[src/rtl/branch_update_ctrl_pkg.sv]
// Shared types for the branch update controller: FSM states and queue entry layout.
package branch_pkg;

    localparam int PC_W = 32;

    typedef enum logic [1:0] {
        RUN     = 2'd0,
        DRAIN   = 2'd1,
        RECOVER = 2'd2
    } state_e;

    typedef struct packed {
        logic [PC_W-1:0] pc;
        logic            pred;
        logic            resolved;
        logic            taken;
    } entry_t;

endpackage

[src/rtl/branch_update_ctrl_if.sv]
// Fetch / execute / predictor signal bundle of the branch update controller.
// Handshakes: lookup is served when lookup_req & lookup_gnt; an allocation
// transfers when alloc_valid & alloc_ready; resolve_valid is a one-cycle
// strobe with no back-pressure; mispredict is a one-cycle pulse.
interface branch_update_ctrl_if;
    import branch_pkg::*;

    logic            lookup_req;
    logic [PC_W-1:0] lookup_pc;
    logic            lookup_gnt;
    logic            lookup_pred;
    logic            alloc_valid;
    logic [PC_W-1:0] alloc_pc;
    logic            alloc_pred;
    logic            alloc_ready;
    logic            resolve_valid;
    logic            resolve_taken;
    logic            mispredict;
    logic [PC_W-1:0] mispredict_pc;
    logic [PC_W-1:0] pred_pc;
    logic            pred_update;
    logic            pred_actual_taken;
    logic            pred_prediction;

    // Fetch, execute and predictor side.
    modport master (
        output lookup_req, lookup_pc, alloc_valid, alloc_pc, alloc_pred,
               resolve_valid, resolve_taken, pred_prediction,
        input  lookup_gnt, lookup_pred, alloc_ready, mispredict, mispredict_pc,
               pred_pc, pred_update, pred_actual_taken
    );

    // Controller side.
    modport slave (
        input  lookup_req, lookup_pc, alloc_valid, alloc_pc, alloc_pred,
               resolve_valid, resolve_taken, pred_prediction,
        output lookup_gnt, lookup_pred, alloc_ready, mispredict, mispredict_pc,
               pred_pc, pred_update, pred_actual_taken
    );

endinterface

[src/rtl/branch_update_ctrl_queue.sv]
// Circular in-flight branch queue with head (pop), resolve and tail (alloc) pointers.
module branch_queue
    import branch_pkg::*;
#(
    parameter int DEPTH = 4
) (
    input  logic                  clk,
    input  logic                  rst,
    input  logic                  push,
    input  logic [PC_W-1:0]       push_pc,
    input  logic                  push_pred,
    input  logic                  resolve,
    input  logic                  resolve_taken,
    input  logic                  truncate,
    input  logic                  pop,
    output logic [PC_W-1:0]       head_pc,
    output logic                  head_taken,
    output logic [PC_W-1:0]       rsv_pc,
    output logic                  rsv_pred,
    output logic                  full,
    output logic                  head_resolved,
    output logic                  unresolved,
    output logic [$clog2(DEPTH):0] count
);
    localparam int AW = $clog2(DEPTH);

    logic [AW:0] head_q, head_d, rsv_q, rsv_d, tail_q, tail_d;
    entry_t      entries_q [DEPTH];
    entry_t      entries_d [DEPTH];

    assign head_pc       = entries_q[head_q[AW-1:0]].pc;
    assign head_taken    = entries_q[head_q[AW-1:0]].taken;
    assign rsv_pc        = entries_q[rsv_q[AW-1:0]].pc;
    assign rsv_pred      = entries_q[rsv_q[AW-1:0]].pred;
    assign full          = (head_q[AW] != tail_q[AW]) && (head_q[AW-1:0] == tail_q[AW-1:0]);
    assign head_resolved = (head_q != tail_q) && entries_q[head_q[AW-1:0]].resolved;
    assign unresolved    = (rsv_q != tail_q);
    assign count         = tail_q - head_q;

    // Next pointers and entry contents; truncation after a mispredict beats any push.
    always_comb begin
        head_d    = head_q;
        rsv_d     = rsv_q;
        tail_d    = tail_q;
        entries_d = entries_q;
        if (pop) begin
            head_d = head_q + 1'b1;
        end
        if (resolve) begin
            entries_d[rsv_q[AW-1:0]].resolved = 1'b1;
            entries_d[rsv_q[AW-1:0]].taken    = resolve_taken;
            rsv_d                             = rsv_q + 1'b1;
        end
        if (truncate) begin
            tail_d = rsv_q + 1'b1;
        end else if (push) begin
            entries_d[tail_q[AW-1:0]] = '{pc: push_pc, pred: push_pred, resolved: 1'b0, taken: 1'b0};
            tail_d                    = tail_q + 1'b1;
        end
    end

    // Pointer and entry registers; reset empties the queue and clears resolved flags.
    always_ff @(posedge clk) begin
        if (rst) begin
            head_q <= '0;
            rsv_q  <= '0;
            tail_q <= '0;
            for (int i = 0; i < DEPTH; i++) begin
                entries_q[i].resolved <= 1'b0;
            end
        end else begin
            head_q    <= head_d;
            rsv_q     <= rsv_d;
            tail_q    <= tail_d;
            entries_q <= entries_d;
        end
    end

endmodule

[src/rtl/branch_update_ctrl.sv]
// Arbitrates the single-port branch predictor between fetch lookups and
// in-order training updates of resolved branches, and flags mispredicts.
module branch_update_ctrl
    import branch_pkg::*;
#(
    parameter int DEPTH    = 4,
    parameter int GHR_BITS = 8
) (
    input  logic                   clk,
    input  logic                   reset_n,
    branch_update_ctrl_if.slave    bus,
    output state_e                 dbg_state,
    output logic [$clog2(DEPTH):0] dbg_count
);
    // GHR_BITS sizes only the external predictor; this marker block appears
    // in the hierarchy when the parameter set is unusable.
    if (GHR_BITS < 1 || DEPTH < 2 || (DEPTH & (DEPTH - 1)) != 0) begin : g_bad_params
    end

    state_e          state_q, state_d;
    logic            mispredict_q, mispredict_d;
    logic [PC_W-1:0] mispredict_pc_q, mispredict_pc_d;

    logic            q_full, q_head_resolved, q_unresolved;
    logic [PC_W-1:0] q_head_pc, q_rsv_pc;
    logic            q_head_taken, q_rsv_pred;
    logic            update_grant, resolve_fire, mp_now, alloc_ready, alloc_fire;

    // Port arbitration and handshake qualification; everything is held off while in reset.
    always_comb begin
        update_grant = 1'b0;
        resolve_fire = 1'b0;
        mp_now       = 1'b0;
        alloc_ready  = 1'b0;
        if (!reset_n) begin
            update_grant = q_head_resolved && (state_q == DRAIN || !bus.lookup_req);
            resolve_fire = bus.resolve_valid && q_unresolved;
            mp_now       = resolve_fire && (bus.resolve_taken != q_rsv_pred);
            alloc_ready  = !q_full && (state_q != RECOVER) && !mp_now;
        end
        alloc_fire = bus.alloc_valid && alloc_ready;
    end

    branch_queue #(.DEPTH(DEPTH)) u_queue (
        .clk           (clk),
        .rst           (reset_n),
        .push          (alloc_fire),
        .push_pc       (bus.alloc_pc),
        .push_pred     (bus.alloc_pred),
        .resolve       (resolve_fire),
        .resolve_taken (bus.resolve_taken),
        .truncate      (mp_now),
        .pop           (update_grant),
        .head_pc       (q_head_pc),
        .head_taken    (q_head_taken),
        .rsv_pc        (q_rsv_pc),
        .rsv_pred      (q_rsv_pred),
        .full          (q_full),
        .head_resolved (q_head_resolved),
        .unresolved    (q_unresolved),
        .count         (dbg_count)
    );

    // FSM next state; DRAIN lasts until its forced update has popped the head.
    always_comb begin
        state_d         = state_q;
        mispredict_d    = mp_now;
        mispredict_pc_d = mispredict_pc_q;
        case (state_q)
            RUN:     if (q_full && q_head_resolved) state_d = DRAIN;
            DRAIN:   if (!q_full || !q_head_resolved || update_grant) state_d = RUN;
            RECOVER: state_d = RUN;
            default: state_d = RUN;
        endcase
        if (mp_now) begin
            state_d         = RECOVER;
            mispredict_pc_d = q_rsv_pc;
        end
    end

    // FSM state and registered mispredict outputs.
    always_ff @(posedge clk) begin
        if (reset_n) begin
            state_q         <= RUN;
            mispredict_q    <= 1'b0;
            mispredict_pc_q <= '0;
        end else begin
            state_q         <= state_d;
            mispredict_q    <= mispredict_d;
            mispredict_pc_q <= mispredict_pc_d;
        end
    end

    assign bus.lookup_gnt        = bus.lookup_req && !update_grant && !reset_n;
    assign bus.lookup_pred       = bus.pred_prediction;
    assign bus.alloc_ready       = alloc_ready;
    assign bus.pred_update       = update_grant;
    assign bus.pred_pc           = update_grant ? q_head_pc : bus.lookup_pc;
    assign bus.pred_actual_taken = update_grant && q_head_taken;
    assign bus.mispredict        = mispredict_q;
    assign bus.mispredict_pc     = mispredict_pc_q;
    assign dbg_state             = state_q;

endmodule

[src/flat_wrapper.sv]
// flat-port wrapper written by rule: the top's interface ports become plain ports
module branch_update_ctrl_flat import branch_pkg::*;
#(
    parameter int DEPTH    = 4,
    parameter int GHR_BITS = 8
)
  (clk, reset_n, dbg_state, dbg_count, bus_lookup_req, bus_lookup_pc, bus_alloc_valid, bus_alloc_pc, bus_alloc_pred, bus_resolve_valid, bus_resolve_taken, bus_pred_prediction, bus_lookup_gnt, bus_lookup_pred, bus_alloc_ready, bus_mispredict, bus_mispredict_pc, bus_pred_pc, bus_pred_update, bus_pred_actual_taken);
  branch_update_ctrl_if bus_i ();
  input  logic clk;
  input  logic reset_n;
  output state_e dbg_state;
  output logic [$clog2(DEPTH):0] dbg_count;
  input wire logic [$bits(bus_i.lookup_req)-1:0] bus_lookup_req;
  input wire logic [$bits(bus_i.lookup_pc)-1:0] bus_lookup_pc;
  input wire logic [$bits(bus_i.alloc_valid)-1:0] bus_alloc_valid;
  input wire logic [$bits(bus_i.alloc_pc)-1:0] bus_alloc_pc;
  input wire logic [$bits(bus_i.alloc_pred)-1:0] bus_alloc_pred;
  input wire logic [$bits(bus_i.resolve_valid)-1:0] bus_resolve_valid;
  input wire logic [$bits(bus_i.resolve_taken)-1:0] bus_resolve_taken;
  input wire logic [$bits(bus_i.pred_prediction)-1:0] bus_pred_prediction;
  output wire logic [$bits(bus_i.lookup_gnt)-1:0] bus_lookup_gnt;
  output wire logic [$bits(bus_i.lookup_pred)-1:0] bus_lookup_pred;
  output wire logic [$bits(bus_i.alloc_ready)-1:0] bus_alloc_ready;
  output wire logic [$bits(bus_i.mispredict)-1:0] bus_mispredict;
  output wire logic [$bits(bus_i.mispredict_pc)-1:0] bus_mispredict_pc;
  output wire logic [$bits(bus_i.pred_pc)-1:0] bus_pred_pc;
  output wire logic [$bits(bus_i.pred_update)-1:0] bus_pred_update;
  output wire logic [$bits(bus_i.pred_actual_taken)-1:0] bus_pred_actual_taken;
  assign bus_i.lookup_req = bus_lookup_req;
  assign bus_i.lookup_pc = bus_lookup_pc;
  assign bus_i.alloc_valid = bus_alloc_valid;
  assign bus_i.alloc_pc = bus_alloc_pc;
  assign bus_i.alloc_pred = bus_alloc_pred;
  assign bus_i.resolve_valid = bus_resolve_valid;
  assign bus_i.resolve_taken = bus_resolve_taken;
  assign bus_i.pred_prediction = bus_pred_prediction;
  assign bus_lookup_gnt = bus_i.lookup_gnt;
  assign bus_lookup_pred = bus_i.lookup_pred;
  assign bus_alloc_ready = bus_i.alloc_ready;
  assign bus_mispredict = bus_i.mispredict;
  assign bus_mispredict_pc = bus_i.mispredict_pc;
  assign bus_pred_pc = bus_i.pred_pc;
  assign bus_pred_update = bus_i.pred_update;
  assign bus_pred_actual_taken = bus_i.pred_actual_taken;
  branch_update_ctrl #(.DEPTH(DEPTH), .GHR_BITS(GHR_BITS)) u_core (.clk(clk), .reset_n(reset_n), .bus(bus_i), .dbg_state(dbg_state), .dbg_count(dbg_count));
endmodule
[config.mk]
export PLATFORM = sky130hd
export DESIGN_NAME = branch_update_ctrl_flat
export DESIGN_NICKNAME = d
export VERILOG_FILES = /design/src/rtl/branch_update_ctrl_pkg.sv /design/src/rtl/branch_update_ctrl_if.sv /design/src/rtl/branch_update_ctrl_queue.sv /design/src/rtl/branch_update_ctrl.sv /design/src/flat_wrapper.sv
export SDC_FILE = /design/constraint.sdc
export NUM_CORES = 1
export LEC_CHECK = 0
export ABC_AREA = 1
export CORE_MARGIN = 5
export CORE_UTILIZATION = 54
export CTS_CLUSTER_DIAMETER = 40
export CTS_CLUSTER_SIZE = 16
export DETAILED_ROUTE_END_ITERATION = 6
export PLACE_DENSITY = 0.8
export SLEW_MARGIN = 0
export SYNTH_ARGS = -nofsm -noshare
export SYNTH_HDL_FRONTEND = slang
export SYNTH_SLANG_ARGS = --single-unit
[constraint.sdc]
create_clock -name clk -period 4.3 [get_ports clk]
set_clock_uncertainty 0.2 [all_clocks]
set_input_delay 0.86 -clock clk [delete_from_list [all_inputs] [get_ports clk]]
set_output_delay 0.86 -clock clk [all_outputs]
set_load 0.02 [all_outputs]
# After elaboration in Yosys (flattened, before gate mapping)
# Cells that the tools add are included.
# word_totals
wordCells	103
regBits	184
output_inout_bits	75
input_bits	72
# classes
n_lt_le_gt_ge	5
add_sub_neg	4
mux	29
n_reduce_logical	28
bitwise_logic	3
eq_ne	11
# ops
operator	count
$bwmux 140	3
$mux 140	3
$demux 35 s2	3
$mux 35	5
$bmux 35 s2	2
$mux 32	1
$logic_and 1x1->1	14
$add 3x1->3 const B	3
$ge 3x3->1 const B	3
$not 2->3	3
$mux 2	4
$logic_not 1->1	6
$lt 3x1->1 const B	2
$mux 3	2
$ne 3x3->1	2
$mux 1	5
$ne 2x2->1 const B	2
$pmux 2 s2	1
$reduce_and 2->1	2
$logic_or 1x1->1	3
$ne 3x1->1 const B	1
$ne 3x2->1 const B	1
$sub 3x3->3	1
$eq 2x1->1 const B	1
6 further kinds	7

# Depth between registers and ports, before layout
# depth
depth_word	12
ltp_mapped	14
mapped_depth_nobuf	12

# By module
# Synthesis repeated with hierarchy kept, for this count alone.
# unflattened
hier_cells	1171
hier_area_um2	9668.0
# by_module_without_submodules
mod	cells_each	n_inst	area_each_um2	seq_area_each_um2
branch_queue	889	1	7831.3	4344.2
branch_update_ctrl	282	1	1836.8	700.7

# Worst setup path before layout
# Ideal clock, no wire load.
# synth_timing
path_kind	register to output
start	reg u_core.u_queue.head_q[1]
end	out bus_pred_pc[12]
t_arrival_ns	2.262
stages_incl_launch_ff	13
setup_slack_ns	0.978
t_required_ns	3.240
n_path_buf	3
path_cell_list	dfxtp_1 buf_2 inv_2 clkbuf_1 ha_1 nand2_1 nor2_1 a21oi_1 nand2_1 nor2_2 buf_2 nand2_1 nand2_1
# synth_between
elab_chain_len	8
elab_cells_between_ends	9
cone_classes	eq/ne (1); mux (5); bitwise (1); reduce/logical (2)
# synth_rtl
element	line	rtl
start, declared	branch_update_ctrl_queue.sv:27	logic [AW:0] head_q, head_d, rsv_q, rsv_d, tail_q, tail_d;
start signal, assigned	branch_update_ctrl_queue.sv:65	head_q <= '0;
start signal, assigned	branch_update_ctrl_queue.sv:72	head_q <= head_d;
$not 2->3 (implied by the code)	branch_update_ctrl_queue.sv:36	assign head_resolved = (head_q != tail_q) && entries_q[head_q[AW-1:0]].resolved;
$bmux 35 s2	branch_update_ctrl_queue.sv:36	
$mux 35 (implied by the code) (2 in a row)	branch_update_ctrl_queue.sv:36	
$logic_and 1x1->1 *	branch_update_ctrl_queue.sv:36	
$logic_and 1x1->1 *	branch_update_ctrl.sv:36	update_grant = q_head_resolved && (state_q == DRAIN || !bus.lookup_req);
$mux 1 *	branch_update_ctrl.sv:35	if (!reset_n) begin
net bus_pred_update	flat_wrapper.sv:27	output wire logic [$bits(bus_i.pred_update)-1:0] bus_pred_update;
$mux 32 *	branch_update_ctrl.sv:98	assign bus.pred_pc = update_grant ? q_head_pc : bus.lookup_pc;
end, declared	flat_wrapper.sv:26	output wire logic [$bits(bus_i.pred_pc)-1:0] bus_pred_pc;
# Mark *: on every way through the listed nets, which the timed path passes. The rest lies on a longest branch. The select of a mux whose other input is x is not followed.

# Final worst setup path
# layout_timing
start	reg u_core.u_queue.tail_q[0]
end	out bus_pred_actual_taken
# layout_between
elab_chain_len	5
# layout_rtl
element	line	rtl
start, declared	branch_update_ctrl_queue.sv:27	
start signal, assigned	branch_update_ctrl_queue.sv:74	tail_q <= tail_d;
$ne 3x3->1	branch_update_ctrl_queue.sv:36	
$logic_and 1x1->1	branch_update_ctrl_queue.sv:36	
$logic_and 1x1->1	branch_update_ctrl.sv:36	
$mux 1	branch_update_ctrl.sv:35	
$logic_and 1x1->1	branch_update_ctrl.sv:99	assign bus.pred_actual_taken = update_grant && q_head_taken;
end, declared	flat_wrapper.sv:28	output wire logic [$bits(bus_i.pred_actual_taken)-1:0] bus_pred_actual_taken;
# Every way passes these cells.

==> results.md <==
* Post-route DRC at 0
* Layout area overhead at 24.3%
* RR Startpoint: u_core.u_queue.rsv_q[0]$_SDFFE_PP0N_
* Post-synthesis cell area at 9290 um^2
* Crit path max fanout at 35
* Post-CTS setup buffer count at 0
* Met2 Resource Use GR at 0.465
* Max-slew violations at 0
* Worst r2r path cells at 11
* Design Area, Final at 11500 um^2
* Die width at 141 um
* Critical path class: reg2out
* Post-synth net total at 1194
* Post-CTS Hold Fix Bufs at 0
* Setup-failing EPs final at 0
* GR met3 Demand/Resource at 0.0475
* Area of the multi-input gates at 3540 um^2
* Fillers at 1340
* Final hold vios at 0
* Synth area leader: edfxtp_1
* Core footprint at 17100 um^2
* Vias in the first global route at 8259
* Leakage at 4.60 nW
* Area post-placement at 10900 um^2
* Syn_area_per_cell at 8.37 um^2
* Crit path cell chain: inv_1 -> ha_1 -> nand2_1 -> nor2_1 -> a21oi_1 -> nand2_2 -> nor2_4 -> buf_12 -> nand2_1 -> a21oi_1 -> clkdlybuf4s50_1
* Largest net degree at the start of global routing at 64
* Routed len/inst at 18.4 um
* Root buf cell: clkbuf_16
* Max-cap violations at 0
* Nets at 1313
* Syn Inst Count at 1110
* Initial antenna violation count at 0
* Die height at 141 um
* Sequential area share after synthesis at 0.543
* Clk Latency, worst-skew pair at 0.44 ns
* Setup crit end: bus_pred_actual_taken
* Final RePlAce weighted congestion at 0.851
* Reg area at 5050 um^2
* Largest stage delay on the critical path at 0.62 ns
* CP max stage cell: clkdlybuf4s50_1
* Synth top area cells: edfxtp_1 44%, dfxtp_1 10%, nand2_1 8.8%, nor2_1 8.2%, o21ai_0 8.2%
* Setup slack after layout at 0.188 ns
* Critical Path Source: u_core.u_queue.tail_q[0]$_SDFFE_PP0P_
* Setup TNS at 0 ns
* CTS max path bufs at 2
* First-pass GRT wire length at 42000 um
* DRT Pass-1 Iters at 7
* Worst path arrival time at 3.05 ns
* Tmin final at 4.11 ns
* Grt ovf at 0
* CTS Buf Count at 17
* CTS tree: yes
* Clk pin slew, worst setup/hold paths at 0.07 ns
* Critical Path RT at 3.24 ns
* Post-synth top area share at 0.440
* FMAX at 243 MHz
* Type of origin of the critical path: flip-flop
* Post-Route WL at 27100 um
* Hold Crit Class: reg2reg
* Via count at 8496
* Initial Util at 0.543
* Actual slew at the worst max-slew pin at 0.801 ns
* Diodes inserted at 0
* Unrepaired setup endpoints after global routing: false
* Fraction of layout instances using a drive strength above 1 at 0.0668
* Synth Register Bits at 184
* Post-place setup slack at 0.301 ns
* Total I/O pin count at 147
* Nature of the critical path endpoint: output pin
* Row count at 48
* CTS H-tree lvls at 4
* GRT Max-Usage Layer: met2
* Pwr Density at 569 nW/um^2
* DP HPWL at 16700 um
* DIE AREA at 19900 um^2
* Worst r2r dst: u_core.u_queue.entries_q[65]$_DFFE_PP_
* Flop2flop setup slack at 1.06 ns
* Status: completed
* DR vias/cell at 5.79
* Final Cycle Share at 0.956
* # port buffers at 144
* Netlist cell types at 36
* Antenna Violating Nets Remaining at 0
* VDD IR-drop max at 0.000404 V
* # clock sinks at 184
* GR Util All Layers at 0.270
* Yosys warnings at 0
* Slew headroom at 0.465
* Drt initial violations at 908
* Met1 usage at 0.332
power breakdown:
group / switching [W] / total [W] / internal [W]
Clock: 0.000671 / 0.00174 / 0.00107
Sequential: 0.000152 / 0.00235 / 0.00220
Combinational: 0.00163 / 0.00248 / 0.000847
Total: 0.00245 / 0.00657 / 0.00412
critical path, delay by kind of cell (launching register included):
kind | cells | cell delay (ns)
flops | 1 | 0.43
simple gates | 5 | 0.51
buf+inv | 3 | 1.00
fa+ha+maj | 1 | 0.34
compound gates | 2 | 0.32
logic make-up after synthesis:
logic type / synth area share
DFF: 0.543
AOI/OAI and AO/OA: 0.141
buffers and inverters: 0.0770
xor gates and xnor gates: 0.00283
and+or+nand+nor: 0.219
adders and majority gates: 0.0170
layout make-up:
type,count,area share
flip-flops and latches,184,0.437
inverters,89,0.0294
clock buffers,22,0.0438
clock inverters,10,0.0141
well taps,225,0.0244
multi-input cells,766,0.307
repair buffers,171,0.145
worst min-delay path by stage:
| stage | from | end | cells past startpoint |
|---|---|---|---|
| 2_1_floorplan | u_core.u_queue.entries_q[71]$_SDFF_PP0_ | u_core.u_queue.entries_q[71]$_SDFF_PP0_ | 2 |
| 3_3_place_gp | u_core.bus.mispredict_pc[18]$_SDFFE_PP0P_ | u_core.bus.mispredict_pc[18]$_SDFFE_PP0P_ | 2 |
| 3_5_place_dp | u_core.bus.mispredict_pc[18]$_SDFFE_PP0P_ | u_core.bus.mispredict_pc[18]$_SDFFE_PP0P_ | 2 |
| 4_1_cts | u_core.bus.mispredict_pc[24]$_SDFFE_PP0P_ | u_core.bus.mispredict_pc[24]$_SDFFE_PP0P_ | 2 |
| 5_1_grt | u_core.bus.mispredict_pc[30]$_SDFFE_PP0P_ | u_core.bus.mispredict_pc[30]$_SDFFE_PP0P_ | 2 |
| 6_report | u_core.bus.mispredict_pc[24]$_SDFFE_PP0P_ | u_core.bus.mispredict_pc[24]$_SDFFE_PP0P_ | 2 |
cells in the mapped netlist:
cell type / instances
a211oi_1: 1
a21oi_1: 65
a21oi_2: 1
a22o_1: 4
a31oi_1: 8
buf_1: 3
buf_2: 14
buf_4: 1
buf_6: 12
clkbuf_1: 40
clkbuf_2: 1
clkinv_1: 3
dfxtp_1: 48
edfxtp_1: 136
fa_1: 1
ha_1: 11
inv_1: 78
inv_2: 7
inv_4: 1
nand2_1: 218
nand2_2: 1
nand2_4: 1
nand3_1: 46
nand3_2: 1
nand4_1: 1
nand4_4: 1
nor2_1: 204
nor2_2: 3
nor2_4: 4
nor3_1: 19
nor3b_1: 1
o21ai_0: 153
o21ai_1: 1
o22ai_1: 18
xnor2_1: 1
xor2_1: 2
per-stage QoR:
| stage | power [W] | util | hold WS, ns | instances |
|---|---|---|---|---|
| after detailed placement | 0.00480 | 0.635 | 0.234 | 1435 |
| after CTS | 0.00653 | 0.674 | 0.249 | 1467 |
| after global placement | 0.00475 | 0.635 | 0.231 | 1435 |
| after floorplan | 0.00390 | - | 0.242 | 1110 |
| after global routing | 0.00688 | 0.675 | 0.266 | 1467 |
| final | 0.00657 | 0.675 | 0.248 | 1467 |
registers in the layout, summed over array words and instances, names as in the netlist:
name                      count
u_core.dbg_state              2
u_core.bus.mispredict         1
u_core.u_queue.head_q         3
u_core.u_queue.tail_q         3
u_core.u_queue.entries_q    140
u_core.u_queue.rsv_q          3
u_core.bus.mispredict_pc     32
routing by layer:
metal  vias to the layer above  share of wire
li1                       3936              -
met1                      4006           0.38
met2                       487           0.50
met3                        67          0.096
met4                         0          0.028
met5                         -              0
cell usage in the layout (no fill, tap or decap), types with 3 or more instances in the layout:
cell type and count:
nand2_1 217, nor2_1 204, o21ai_0 153, clkdlybuf4s50_1 144
edfxtp_1 136, inv_1 77, a21oi_1 65, nand3_1 46
dfxtp_1 46, buf_4 25, nor3_1 19, o22ai_1 18
clkbuf_16 18, ha_1 11, a31oi_1 8, inv_2 7
nor2_4 6, a22o_1 4, clkbuf_8 4, bufinv_16 4
clkinv_1 3
repair_timing:
item,4_1_cts,5_1_grt
gates resized for setup,0,4
endpoints found under the setup margin,0,33
hold endpoints to repair,0,0
No activity file was read; power rests on OpenSTA's default activity.
